[src/rtl/riscv_dbg_byte_bridge.sv]
// Host byte-stream front end of the per-hart Debug Unit: decodes CMD/ADDR/DATA frames
// into single debug-bus transactions and streams back status, read data and breakpoint events.
module riscv_dbg_byte_bridge #(
   parameter int XLEN    = 32,
   parameter int TIMEOUT = 255
) (
   input  logic            clk,
   input  logic            rstn,
   input  logic            rx_valid,
   input  logic [7:0]      rx_data,
   output logic            rx_ready,
   output logic            tx_valid,
   output logic [7:0]      tx_data,
   input  logic            tx_ready,
   output logic            dbg_strb,
   output logic            dbg_we,
   output logic [15:0]     dbg_addr,
   output logic [XLEN-1:0] dbg_dati,
   input  logic [XLEN-1:0] dbg_dato,
   input  logic            dbg_ack,
   input  logic            dbg_bp
);

   localparam int NB = XLEN / 8;
   localparam int CW = (TIMEOUT > 1) ? $clog2(TIMEOUT) : 1;
   localparam int IW = (NB > 1) ? $clog2(NB) : 1;
   localparam logic [CW-1:0] TO_LAST  = CW'(TIMEOUT - 1);
   localparam logic [IW-1:0] IDX_LAST = IW'(NB - 1);

   typedef enum logic [2:0] {
      S_CMD, S_EVT, S_ADDR_HI, S_ADDR_LO, S_DATA, S_BUS, S_RESP_STAT, S_RESP_DATA
   } state_t;

   state_t          r_state;
   state_t          w_next;
   logic            r_we;
   logic [15:0]     r_addr;
   logic [XLEN-1:0] r_dati;
   logic [XLEN-1:0] r_rdata;
   logic [7:0]      r_status;
   logic [IW-1:0]   r_idx;
   logic [CW-1:0]   r_cnt;
   logic            r_bp_prev;
   logic            r_bp_pending;

   logic w_rx_fire;
   logic w_tx_fire;
   logic w_bad_cmd;
   logic w_bus_done;
   logic w_bp_rise;

   assign w_rx_fire  = rx_valid & rx_ready;
   assign w_tx_fire  = tx_valid & tx_ready;
   assign w_bad_cmd  = |rx_data[6:0];
   assign w_bus_done = dbg_ack | (r_cnt == TO_LAST);
   assign w_bp_rise  = dbg_bp & ~r_bp_prev;

   // Strobe decodes straight from the state so an asynchronous reset drops it at once.
   assign dbg_strb = (r_state == S_BUS);
   assign dbg_we   = r_we;
   assign dbg_addr = r_addr;
   assign dbg_dati = r_dati;

   always_ff @(posedge clk or negedge rstn) begin
      if (!rstn) r_state <= S_CMD;
      else       r_state <= w_next;
   end

   always_comb begin
      w_next   = r_state;
      rx_ready = 1'b0;
      tx_valid = 1'b0;
      tx_data  = 8'h00;
      case (r_state)
         S_CMD: begin
            rx_ready = rstn & ~r_bp_pending;
            if (r_bp_pending)  w_next = S_EVT;
            else if (rx_valid) w_next = w_bad_cmd ? S_RESP_STAT : S_ADDR_HI;
         end
         S_EVT: begin
            tx_valid = 1'b1;
            tx_data  = 8'h80;
            if (tx_ready) w_next = S_CMD;
         end
         S_ADDR_HI: begin
            rx_ready = 1'b1;
            if (rx_valid) w_next = S_ADDR_LO;
         end
         S_ADDR_LO: begin
            rx_ready = 1'b1;
            if (rx_valid) w_next = r_we ? S_DATA : S_BUS;
         end
         S_DATA: begin
            rx_ready = 1'b1;
            if (rx_valid && r_idx == IDX_LAST) w_next = S_BUS;
         end
         S_BUS: begin
            if (w_bus_done) w_next = S_RESP_STAT;
         end
         S_RESP_STAT: begin
            tx_valid = 1'b1;
            tx_data  = r_status;
            if (tx_ready) w_next = (!r_we && r_status == 8'h00) ? S_RESP_DATA : S_CMD;
         end
         S_RESP_DATA: begin
            tx_valid = 1'b1;
            tx_data  = r_rdata[XLEN-1 -: 8];
            if (tx_ready && r_idx == IDX_LAST) w_next = S_CMD;
         end
         default: w_next = S_CMD;
      endcase
   end

   always_ff @(posedge clk or negedge rstn) begin
      if (!rstn) begin
         r_we         <= 1'b0;
         r_addr       <= '0;
         r_dati       <= '0;
         r_rdata      <= '0;
         r_status     <= 8'h00;
         r_idx        <= '0;
         r_cnt        <= '0;
         r_bp_prev    <= 1'b0;
         r_bp_pending <= 1'b0;
      end else begin
         r_bp_prev <= dbg_bp;
         // A fresh edge in the same cycle the event is sent stays pending for the next one.
         if (w_bp_rise)                          r_bp_pending <= 1'b1;
         else if (r_state == S_EVT && tx_ready) r_bp_pending <= 1'b0;

         case (r_state)
            S_CMD: begin
               r_idx <= '0;
               r_cnt <= '0;
               if (w_rx_fire) begin
                  if (w_bad_cmd) r_status <= 8'h02;
                  else           r_we     <= rx_data[7];
               end
            end
            S_ADDR_HI: if (w_rx_fire) r_addr[15:8] <= rx_data;
            S_ADDR_LO: begin
               r_idx <= '0;
               if (w_rx_fire) r_addr[7:0] <= rx_data;
            end
            S_DATA: begin
               if (w_rx_fire) begin
                  r_dati <= {r_dati[XLEN-9:0], rx_data};
                  r_idx  <= (r_idx == IDX_LAST) ? '0 : r_idx + 1'b1;
               end
            end
            S_BUS: begin
               if (dbg_ack) begin
                  r_rdata  <= dbg_dato;
                  r_status <= 8'h00;
                  r_cnt    <= '0;
               end else if (r_cnt == TO_LAST) begin
                  r_status <= 8'h01;
                  r_cnt    <= '0;
               end else begin
                  r_cnt <= r_cnt + 1'b1;
               end
            end
            S_RESP_STAT: r_idx <= '0;
            S_RESP_DATA: begin
               if (w_tx_fire) begin
                  r_rdata <= {r_rdata[XLEN-9:0], 8'h00};
                  r_idx   <= (r_idx == IDX_LAST) ? '0 : r_idx + 1'b1;
               end
            end
            default: ;
         endcase
      end
   end

endmodule
[config.mk]
export PLATFORM = sky130hd
export DESIGN_NAME = riscv_dbg_byte_bridge
export DESIGN_NICKNAME = d
export VERILOG_FILES = /design/src/rtl/riscv_dbg_byte_bridge.sv
export SDC_FILE = /design/constraint.sdc
export NUM_CORES = 1
export LEC_CHECK = 0
export CAP_MARGIN = 40
export CORE_MARGIN = 5
export CORE_UTILIZATION = 45
export DETAILED_ROUTE_END_ITERATION = 10
export GPL_ROUTABILITY_DRIVEN = 0
export PLACE_DENSITY_LB_ADDON = 0.1
export SLEW_MARGIN = 25
export SYNTH_ARGS = -nofsm -noshare
export SYNTH_HDL_FRONTEND = slang
export SYNTH_SLANG_ARGS = --single-unit
[constraint.sdc]
create_clock -name clk -period 1.7 [get_ports clk]
set_clock_uncertainty 0.2 [all_clocks]
set_input_delay 0.51 -clock clk [delete_from_list [all_inputs] [get_ports clk]]
set_output_delay 0.51 -clock clk [all_outputs]
set_load 0.02 [all_outputs]
Yosys cells after proc, flatten, opt, wreduce, memory -nomap -nowiden:

Index checks and enable logic that the tools add are counted.

* register bits: 104
* bits of input ports: 46
* output and inout port bits: 60
* logic and storage cells: 100

* $add $sub $neg: 2
* equality and inequality tests: 23
* mux-type cells: 33
* bitwise operators: 8
* reduce and logical (&&, ||, !) cells: 23

Operator list (count)
* two-way mux 32 bit: 2
* case mux 32 bit (2 select lines): 1
* two-way mux 8 bit: 6
* two-way mux 3 bit: 11
* case mux 8 bit (2 select lines): 2
* case mux 3 bit (8 select lines): 1
* case mux 8 bit (3 select lines): 1
* inequality test 2 bit, second input constant: 10
* == test 3 bit, second input constant: 4
* AND reduction 3 bit: 3
* OR reduction 3 bit: 3
* adder 8 x 1 -> 8 bit, second input constant: 1
* == test 8 bit, second input constant: 1
* logical NOT 8 bit: 1
* AND reduction 8 bit: 1
* OR reduction 7 bit: 1
* == test 3 x 2 -> 1 bit, second input constant: 2
* two-way mux 2 bit: 3
* case mux 2 bit (3 select lines): 1
* AND reduction 2 bit: 3
* nonzero test 2 bit: 3
* bitwise AND 1 bit: 4
* logical AND 1 bit: 4
* two-way mux 1 bit: 4
* 13 further kinds: 16

Longest topological paths before layout:

* depth after elaboration: 6
* mapped depth: 8
* gate-level depth less buffers: 7

Worst setup path after synthesis:

OpenSTA, ideal clock, no wires.

* kind: register to output
* from: register r_state[1]
* to: output tx_valid
* arrival time: 1316 ps
* data required time: 990 ps
* setup slack: -326 ps
* stages on the path, launching flop included: 5
* buffers on the path: 3
* path through: dfrtp_1 > buf_4 > buf_2 > buf_4 > o21ai_0

* longest elaborated chain between the ends: 3
* elaborated cells on any way between the ends: 5
* those cells by class: 3 x eq/ne; 1 x mux; 1 x reduce/logical

Ends and longest elaborated chain
* start, declared: RTL line 34 `state_t r_state;`
* start signal, assigned: RTL line 66 `else r_state <= w_next;`
* == test 3 x 1 -> 1 bit or == test 3 bit (tied branches): RTL line 74 `case (r_state)`
* OR reduction 3 bit (no source line) *
* two-way mux 1 bit *: RTL line 74
* end, declared: RTL line 12 `output logic tx_valid,`

Mark *: on every way between the ends. The rest lies on a longest branch, timed or not.

Final worst setup path:

* from: register r_status[1]
* to: register r_state[0]

* longest elaborated chain between the ends: 5

Ends and longest elaborated chain
* start, declared: RTL line 40 `logic [7:0] r_status;`
* start signal, assigned: RTL line 120 `r_status <= 8'h00;`
* start signal, assigned: RTL line 136 `if (w_bad_cmd) r_status <= 8'h02;`
* start signal, assigned: RTL line 154 `r_status <= 8'h00;`
* logical NOT 8 bit: RTL line 103 `if (tx_ready) w_next = (!r_we && r_status == 8'h00) ? S_RESP_DATA : S_CMD;`
* logical AND 1 bit: RTL line 103
* two-way mux 3 bit (2 in a row): RTL line 103
* case mux 3 bit (8 select lines): RTL line 74

No other way between the ends. The select of a mux whose other input is x is not followed.
A chain may end at the register's enable or synchronous reset.

==> run summary <==
Outcome -> finished with violations
Failing checks -> negative hold slack, negative setup slack
Hold Fails Final Rpt -> 25
Synth-to-layout area growth -> 68.0%
DRC violations left -> 0
Cell Area, Placed -> 0.00613 mm²
CP Data Required Time -> 1.81 ns
Syn Nets -> 421
Library cells used by synthesis -> 48
Final Critical Period -> 2.10 ns
Endpoints failing setup -> 107
1st-iter DRT viols -> 170
Worst R2R Path Depth -> 5
Crit end category -> flop
Synth Instances -> 372
Post-Syn Area -> 0.00444 mm²
Most frequent cells in the layout -> dfrtp_1, buf_4, mux2_4
CTS tree -> yes
Max VDD drop -> 1.20 mV
DIE HEIGHT -> 109 µm
Via count -> 3831
Fraction of registers with async set/reset -> 100%
GRT Resource Usage Total -> 23.3%
Core Util, Final -> 77.1%
Seq/Total Area, Yosys -> 55.2%
Final WS setup -> -0.396 ns
Worst skew pair latency -> 0.36 ns
Initial antenna violation count -> 0
Cts bufs inserted -> 9
Fin Setup TNS -> -27.66 ns
Max_cap viols -> 0
Largest net degree at the start of global routing -> 46
Die extent in x -> 109 µm
Ports -> 106
HP Class -> input port to asynchronous set/reset pin
Layout Cell Area excl Fill -> 0.00746 mm²
Worst reg2reg path endpoint -> r_state[0]$_DFFE_PN0P_
Vias per cell -> 5.37
Core Region -> 0.00968 mm²
Detailed-placement wirelength estimate -> 8.02 mm
Storage cell area -> 0.00245 mm²
WL final -> 14.2 mm
Flops & latches, synth -> 98
Ys Warns -> 0
Power density over the cells -> 1860 mW/mm²
Transition time at the pin with the least slew margin -> 0.610 ns
Fmax -> 477 MHz
Synth Flop Type -> dfrtp_1
Fraction of layout cells with a size suffix above 1 -> 57.8%
Startpoint types -> flop
Vias in the first global route -> 4012
Pre-CTS WS -> -0.634 ns
Row count -> 36
Worst-path clk slew -> 0.10 ns
Buffers on Ports -> 105
Initial Util -> 45.9%
Clock Path Buffers -> 2
First drt pass iteration count -> 4
Unrepaired setup endpoints after global routing -> true
First-pass GRT wire length -> 21.3 mm
Crit path kind -> flop to flop
CTS root buf -> clkbuf_8
Final Cycle Share -> 123%
Arrival time worst endpoint -> 2.20 ns
FF-to-FF setup slack -> -0.40 ns
Filler Cell Count -> 606
Fin nets -> 625
Antenna Nets Post-Route -> 0
Post-synth EDFFs -> 0
Slew Limit Headroom -> 59.3%
Multi-input gate area -> 0.00248 mm²
GRT overflow -> 0
DR WL/cell -> 19.9 µm
Reg2reg start -> r_status[1]$_DFFE_PN0P_
Fin. max-slew vios -> 0
Hold slack -> -0.0690 ns
Mapped Avg Cell Area -> 11.9 µm²
Pleak -> 3.66 nW
Worst Path Max Fanout -> 2
Clock Sinks -> 98
H-tree depth -> 3
Die ar. -> 0.0120 mm²
# diodes -> 0
Commonest non-fill, non-tap cell in the layout -> dfrtp_1
==> per-layer routing <==
metal  up-vias  track usage, %  share of wire, %
li1       1731               -                 -
met1      1979            32.5                43
met2       104            37.4                51
met3        17            4.17               4.8
met4         0            6.86               1.8
met5         -               0                 0
==> stage by stage <==
stage / instances / power (mW) / hold WS (ns)
2_1_floorplan: 372 / 7.28 / 0.0144
3_3_place_gp: 646 / 9.65 / 0.228
3_5_place_dp: 647 / 9.80 / 0.232
4_1_cts: 695 / 12.6 / -0.0693
5_1_grt: 714 / 14.6 / -0.0510
6_report: 714 / 13.9 / -0.0690
==> sequential cells by signal (all words and copies together) (netlist names) <==
register,cells
dbg_dati,32
r_rdata,32
dbg_addr,16
r_cnt,8
r_state,3
r_idx,2
r_status,2
dbg_we,1
r_bp_pending,1
r_bp_prev,1
==> cell families after synthesis <==
kind of cell             Yosys count  synth area share (%)
AO/OA/AOI/OAI                     71                  10.4
XOR/XNOR                           5                  1.15
adder cells (fa/ha/maj)            3                 0.845
buffers and inverters             34                  4.20
flip-flops                        98                  55.2
multiplexers                      77                  18.8
AND/OR/NAND/NOR                   84                  9.43
==> how the worst max path moves through the flow <==
stage                                       start                      to
after CTS                  r_state[2]$_DFFE_PN0P_              tx_data[2]
final                     r_status[1]$_DFFE_PN0P_  r_state[0]$_DFFE_PN0P_
after floorplan            r_state[1]$_DFFE_PN0P_              tx_data[7]
after detailed placement                 tx_ready  r_state[1]$_DFFE_PN0P_
after global placement                   tx_ready  r_state[1]$_DFFE_PN0P_
after global routing       r_state[0]$_DFFE_PN0P_              tx_data[1]
==> where the power goes <==
group          total, mW  internal, mW  switching [mW]
sequential          4.10          3.31           0.790
clock               1.45         0.615           0.837
combinational       8.32          4.50            3.82
==> area by class of cell <==
type	instances	area share [%]
clock buffers	11	2.03
clock inverters	5	0.486
inverters	11	0.654
multi-input cells	240	33.3
flip-flops and latches	98	32.9
well taps	133	2.23
repair buffers	216	28.5
==> critical path, cell delays in order, from the launching register on <==
cell	delay (ns)
dfrtp_1	0.41
buf_6	0.12
or3_4	0.38
a21o_1	0.19
a222oi_1	0.49
mux2_4	0.24
==> Yosys cell counts, types with 4 or more instances <==
cell type  instances  share of area, %
a22o_1            10               2.0
nor3_1             5              0.56
dfrtp_1           98                55
and2_1             8               1.1
nand2_1           32               2.7
buf_2             11               1.2
o21ai_1            5              0.56
buf_4              8               1.4
mux2_2            49                12
mux2i_1           26               5.9
o21ai_0           30               3.4
nand3_1            6              0.68
o31ai_1            4              0.68
inv_1             10              0.84
and3_1             5              0.70
nor2_1            13               1.1
a21oi_1            5              0.56
==> repair_timing <==
action	4_1_cts	5_1_grt
gates resized for setup	411	108
pin swaps	62	34
gates cloned	11	1
buffers inserted	21	27
setup endpoints to repair	148	119
endpoints found under the hold margin	25	25
Note: power is estimated with default switching activity, not from simulation.
==> RTL change 1, RTL diff (config.mk and constraints unchanged) <==
The parameter `TIMEOUT` goes from 255 to 510.
--- a/src/rtl/riscv_dbg_byte_bridge.sv
+++ b/src/rtl/riscv_dbg_byte_bridge.sv
@@ -4,3 +4,3 @@
    parameter int XLEN    = 32,
-   parameter int TIMEOUT = 255
+   parameter int TIMEOUT = 510
 ) (
Function: no difference found for any inputs over 10 cycles, from zero or initial values and one cycle with rstn low; that may be too few to reach the edited logic, so the function may still have changed.
==> RTL change 1 against the original RTL <==
  * The run ends with negative setup slack left
  * Worst setup slack worse by 64 ps
  * Design area about the same
  * Routed wire length decreased by 4.7%
  * Sequential share of layout area rose by 0.36 points
  * Synthesized cell count increased by 1.6%
  * Power shrank 4.8%
  * Sequential cell count up 1
  * First-iteration DRC count shrank 27%
  * Area after synthesis about the same
  * Combinational power is 8.7% lower
  * Critical endpoint is now r_cnt[4]
  * Highest routed layer unchanged
==> RTL change 1: results (changes against the original RTL) <==
\begin{tabular}{lr}
\hline
Metric & Value \\
\hline
\multicolumn{2}{l}{\textbf{Global route}} \\
\quad Antenna violations before repair & 0 (unchanged) \\
\quad GRT Overall Usage & 0.230 (-0.00274) \\
\quad Maximum number of pins on one net before global-route repair & 54 (+17\%) \\
\quad Global-route wire length before repair & 21.1 mm (-0.84\%) \\
\quad Via count of the first global-routing pass & 3995 (-0.42\%) \\
\multicolumn{2}{l}{\textbf{Synthesis}} \\
\quad Synth top area cells & sky130\_fd\_sc\_hd\_\_dfrtp\_1 56\%, sky130\_fd\_sc\_hd\_\_mux2\_2 13\%, sky130\_fd\_sc\_hd\_\_mux2i\_1 5.9\% \\
\quad Synthesis Warnings & 0 (unchanged) \\
\quad Count of different cell masters after synthesis & 48 (unchanged) \\
\quad Post-synthesis sequential area ratio & 0.557 (+0.00516) \\
\quad Synth cell count leaders & 99 x sky130\_fd\_sc\_hd\_\_dfrtp\_1, 50 x sky130\_fd\_sc\_hd\_\_mux2\_2, 40 x sky130\_fd\_sc\_hd\_\_o21ai\_0 \\
\quad Number of nets produced by synthesis & 427 (+1.4\%) \\
\quad Share of synthesized registers carrying an async set or reset & 1.00 (unchanged) \\
\multicolumn{2}{l}{\textbf{Place}} \\
\quad Area after DPL & 6250 um\^{}2 (+1.9\%) \\
\quad DP HPWL & 7.70 mm (-4.0\%) \\
\multicolumn{2}{l}{\textbf{Die}} \\
\quad Standard-cell rows & 36 (unchanged) \\
\multicolumn{2}{l}{\textbf{Cells and area}} \\
\quad Diodes inserted & 0 (unchanged) \\
\quad Layout cell share with drive strength beyond 1 & 0.592 (+0.0132) \\
\quad Number of fill cells in the layout & 611 (+0.83\%) \\
\quad Count of nets after finishing & 634 (+1.4\%) \\
\multicolumn{2}{l}{\textbf{STA}} \\
\quad Setup violators final & 100 (-6.5\%) \\
\quad Slew at the pin closest to its max-slew limit & 600 ps (-9.33 ps) \\
\quad Final worst slack & -461 ps (-64.1 ps) \\
\multicolumn{2}{l}{\textbf{Detailed routing}} \\
\quad Total wirelength of the detailed-routed design & 13.6 mm (-4.7\%) \\
\quad Number of vias after detailed routing & 3835 (+0.10\%) \\
\quad Iter 0 DRT Violations & 124 (-27\%) \\
\multicolumn{2}{l}{\textbf{Pwr}} \\
\quad Worst vdd ir & 0.950 mV (-21\%) \\
\quad Static leakage & 3.63 nW (-0.83\%) \\
\multicolumn{2}{l}{\textbf{Run status}} \\
\quad Outcome & finished with violations \\
\quad Failing checks & negative setup slack \\
\multicolumn{2}{l}{\textbf{Worst setup path}} \\
\quad CP Max Fanout & 6 (+4) \\
\quad Slowest-stage cell, CP & sky130\_fd\_sc\_hd\_\_dfrtp\_2 \\
\quad Data arrival, critical path & 2250 ps (+50 ps) \\
\quad Max incr delay on CP & 450 ps (-40 ps) \\
\multicolumn{2}{l}{\textbf{CTS}} \\
\quad Insertion delay of the later-clocked pin in the worst-skew pair & 360 ps (about the same) \\
\quad Number of buffers created by CTS & 9 (unchanged) \\
\quad CTS clock-pin slew for the worst setup and hold paths & 100 ps (about the same) \\
\hline
\end{tabular}
RTL change 1: cell count changes after synthesis, sizes merged, moves of 2 or more:
cell,before,now
and2,8,6
clkbuf,1,3
buf,22,19
nor2,13,15
nand2,32,39
a21oi,5,7
o31ai,4,0
nor3,6,8
inv,11,5
o21ai,36,42
nor2b,3,5
RTL change 1: report_power, final:
group,internal (mW),switching [mW],leakage [nW]
clock,0.716,0.892,0.106
combinational,4.05,3.55,2.28
sequential,3.33,0.688,1.24
total,8.09,5.13,3.63
RTL change 1: stage by stage:
step	setup TNS (ps)	worst slack, ps	util	cells
2_1_floorplan	-2510	-253	-	378
3_3_place_gp	-72580	-875	0.645	659
3_5_place_dp	-75530	-920	0.645	659
4_1_cts	-24960	-443	0.738	711
5_1_grt	-30680	-489	0.771	723
6_report	-25890	-461	0.771	723
RTL change 1: worst max-delay path: cells and delay by family (launching register included):
family          cells  cell delay (ps)
flops               1              450
compound gates      1              140
simple gates        3              890
buf+inv             3              410
RTL change 1: layout make-up:
type,instances,area share
Tap cell,133,0.0223
Clock inverter,6,0.0112
Clock buffer,10,0.0171
Multi-Input combinational cell,251,0.328
Sequential cell,99,0.332
Inverter,6,0.00369
Timing Repair Buffer,218,0.285
RTL change 1: metal layers:
metal  track usage  vias up  part of all wire
met2         0.383      110              0.49
met1         0.309     1926              0.44
met4        0.0597        0             0.020
met5             0        -                 0
met3        0.0458       31             0.045
li1              -     1768                 -
RTL change 1: cells by family after synthesis:
group                      count (synthesis)  share of synthesized area
DFF                                       99                      0.557
and+or+nand+nor                           96                      0.110
muxes                                     77                      0.188
AOI/OAI and AO/OA                         71                     0.0993
buffers and inverters                     28                     0.0293
xor gates and xnor gates                   4                    0.00788
adders and majority gates                  3                    0.00844
RTL change 1: repair_timing:
item,in CTS,in global routing
pin swaps,67,30
hold buffers,0,0
setup buffers,26,17
gates resized for setup,421,66
endpoints found under the setup margin,157,167
gates cloned,11,3
RTL change 1: final timing paths:
check / cells after the start / start / slack [ps] / endpoint
setup / recovery: 7 / r_state[2] / -460 / r_cnt[4]
hold / removal: 2 / rstn / 50 / r_rdata[31]
setup reg to reg: 7 / r_state[2] / -460 / r_cnt[4]
hold reg to reg: 1 / r_bp_prev / 220 / r_bp_pending
max in group asynchronous: 3 / rstn / 370 / dbg_dati[22]
min in group clk: 1 / r_bp_prev / 220 / r_bp_pending
==> RTL change 2, RTL diff (same flow settings) <==
Made on the original files. Make the reset (`rstn`) synchronous in 2 clocked blocks. Comments in the files are not updated.
--- a/src/rtl/riscv_dbg_byte_bridge.sv
+++ b/src/rtl/riscv_dbg_byte_bridge.sv
@@ -63,3 +63,3 @@
 
-   always_ff @(posedge clk or negedge rstn) begin
+   always_ff @(posedge clk) begin
       if (!rstn) r_state <= S_CMD;
@@ -113,3 +113,3 @@
 
-   always_ff @(posedge clk or negedge rstn) begin
+   always_ff @(posedge clk) begin
       if (!rstn) begin
Behaviour: differs if rstn is asserted again (counterexample within 4 cycles, from zero or initial values and one cycle with rstn low); with rstn held inactive, the same outputs for 10 cycles.
==> RTL change 2 against the original RTL <==
  * Design area rose by 2.1%
  * Sequential cell count unchanged
  * Largest cell class unchanged
  * Routed wire length up 8.4%
  * Area after synthesis shrank 6.5%
  * Count of clock-buffer cells in the layout fell by 2
  * Largest power group unchanged
  * Power is 34% lower
  * Critical endpoint is now tx_data[4]
  * The flow finishes with violations (negative setup slack)
  * Worst setup slack got worse by 4.0 ps
==> RTL change 2: results (changes against the original RTL) <==
\begin{tabular}{lr}
\hline
Metric & Value \\
\hline
\multicolumn{2}{l}{\textbf{Place}} \\
\quad Area after DPL & 6030 um\^{}2 (-1.7\%) \\
\quad DP HPWL & 8.18 mm (+2.0\%) \\
\quad DP Worst Slack & -1110 ps (-479 ps) \\
\multicolumn{2}{l}{\textbf{Synthesis}} \\
\quad Number of nets produced by synthesis & 559 (+33\%) \\
\quad Synth top area cells & sky130\_fd\_sc\_hd\_\_dfxtp\_1 47\%, sky130\_fd\_sc\_hd\_\_nand2\_1 13\%, sky130\_fd\_sc\_hd\_\_a21oi\_1 5.5\% \\
\quad Share of the synthesized area in compound gates (AO/OA/AOI/OAI) & 0.178 (+0.0738) \\
\quad Arithmetic-cell share of the synthesized area counting full adders, half adders and majority gates & 0.00904 (+0.000591) \\
\quad Synth cell count leaders & 140 x sky130\_fd\_sc\_hd\_\_nand2\_1, 98 x sky130\_fd\_sc\_hd\_\_dfxtp\_1, 56 x sky130\_fd\_sc\_hd\_\_nor2\_1 \\
\quad Xor/xnor cell area share of the yosys netlist & 0.0169 (+0.00533) \\
\quad Post-synthesis instance total & 510 (+37\%) \\
\quad Count of different cell masters after synthesis & 51 (+6.3\%) \\
\quad Share of synthesized registers carrying an async set or reset & 0 (-1.00) \\
\quad Post-synthesis sequential area ratio & 0.472 (-0.0795) \\
\quad Dominant register cell in the synthesized netlist & sky130\_fd\_sc\_hd\_\_dfxtp\_1 \\
\multicolumn{2}{l}{\textbf{Pwr}} \\
\quad Static leakage & 3.13 nW (-14\%) \\
\quad Worst vdd ir & 0.894 mV (-26\%) \\
\multicolumn{2}{l}{\textbf{Global route}} \\
\quad Maximum number of pins on one net before global-route repair & 30 (-35\%) \\
\quad Via count of the first global-routing pass & 4512 (+12\%) \\
\multicolumn{2}{l}{\textbf{STA}} \\
\quad Headroom to the max-slew limit & 0.765 (+0.172) \\
\quad Final worst slack & -401 ps (-4.05 ps) \\
\quad Setup violators final & 84 (-21\%) \\
\multicolumn{2}{l}{\textbf{Run status}} \\
\quad Outcome & finished with violations \\
\quad Failing checks & negative setup slack \\
\multicolumn{2}{l}{\textbf{Hold path}} \\
\quad Worst hold path type & reg2reg \\
\multicolumn{2}{l}{\textbf{Cells and area}} \\
\quad Layout Cells excl Fill & 839 (+18\%) \\
\multicolumn{2}{l}{\textbf{Worst setup path}} \\
\quad Reg-to-reg slack, setup & -290 ps (+110 ps) \\
\quad CP Max Fanout & 8 (+6) \\
\multicolumn{2}{l}{\textbf{Detailed routing}} \\
\quad Post-detailed-route via-to-cell ratio & 5.52 (+2.9\%) \\
\quad Iter 0 DRT Violations & 215 (+26\%) \\
\hline
\end{tabular}
[RTL change 2: report_power, final]
part           total, mW  internal [mW]  switching (mW)
Combinational       4.84           2.49            2.35
Sequential          2.77           2.54           0.226
Clock               1.49          0.560           0.926
Total               9.09           5.59            3.51
[RTL change 2: final timing paths]
| path | startpoint | to | cells after the start |
|---|---|---|---|
| setup / recovery | r_state[0] | tx_data[4] | 5 |
| hold / removal | dbg_addr[3] | dbg_addr[3] | 2 |
| hold reg to reg | dbg_addr[3] | dbg_addr[3] | 2 |
| setup reg to reg | r_state[2] | r_state[2] | 9 |
[RTL change 2: area by class of cell]
class | instances | area [um^2]
Fill cell | 506 | 1490
Sequential cell | 98 | 1990
Timing Repair Buffer | 236 | 2250
Tap cell | 111 | 139
Clock buffer | 9 | 124
Clock inverter | 7 | 58.8
Multi-Input combinational cell | 370 | 3020
Inverter | 8 | 35.0
[RTL change 2: cell families after synthesis]
kind of cell / count (synthesis)
mux: 13
simple gates: 240
buf+inv: 42
fa+ha+maj: 3
compound gates: 106
flops: 98
xor+xnor: 8
[RTL change 2: worst max-delay path: stages (launching register included)]
cell,delay [ps]
sky130_fd_sc_hd__dfxtp_4,410
sky130_fd_sc_hd__nand2_2,100
sky130_fd_sc_hd__nor2_4,140
sky130_fd_sc_hd__buf_12,130
sky130_fd_sc_hd__and2_4,130
sky130_fd_sc_hd__buf_4,130
[RTL change 2: stage by stage]
step | util | hold slack [ps]
after global routing | 0.837 | 281
after detailed placement | 0.662 | 245
after CTS | 0.752 | 255
after floorplan | - | 236
final | 0.837 | 265
after global placement | 0.662 | 239
[RTL change 2: layer usage]
layer	vias to the layer above	global-route usage	routed length [um]
met5	-	0	0
met1	2265	0.303	6170
met2	146	0.429	8110
li1	2191	-	-
met3	32	0.0486	747
met4	0	0.0537	408
[RTL change 2: timing repair]
| item | in CTS | in global routing |
|---|---|---|
| cloned | 9 | 2 |
| setup buffers | 26 | 13 |
| setup endpoints to repair | 148 | 124 |
| pin swaps | 63 | 109 |
| resized for setup | 352 | 233 |
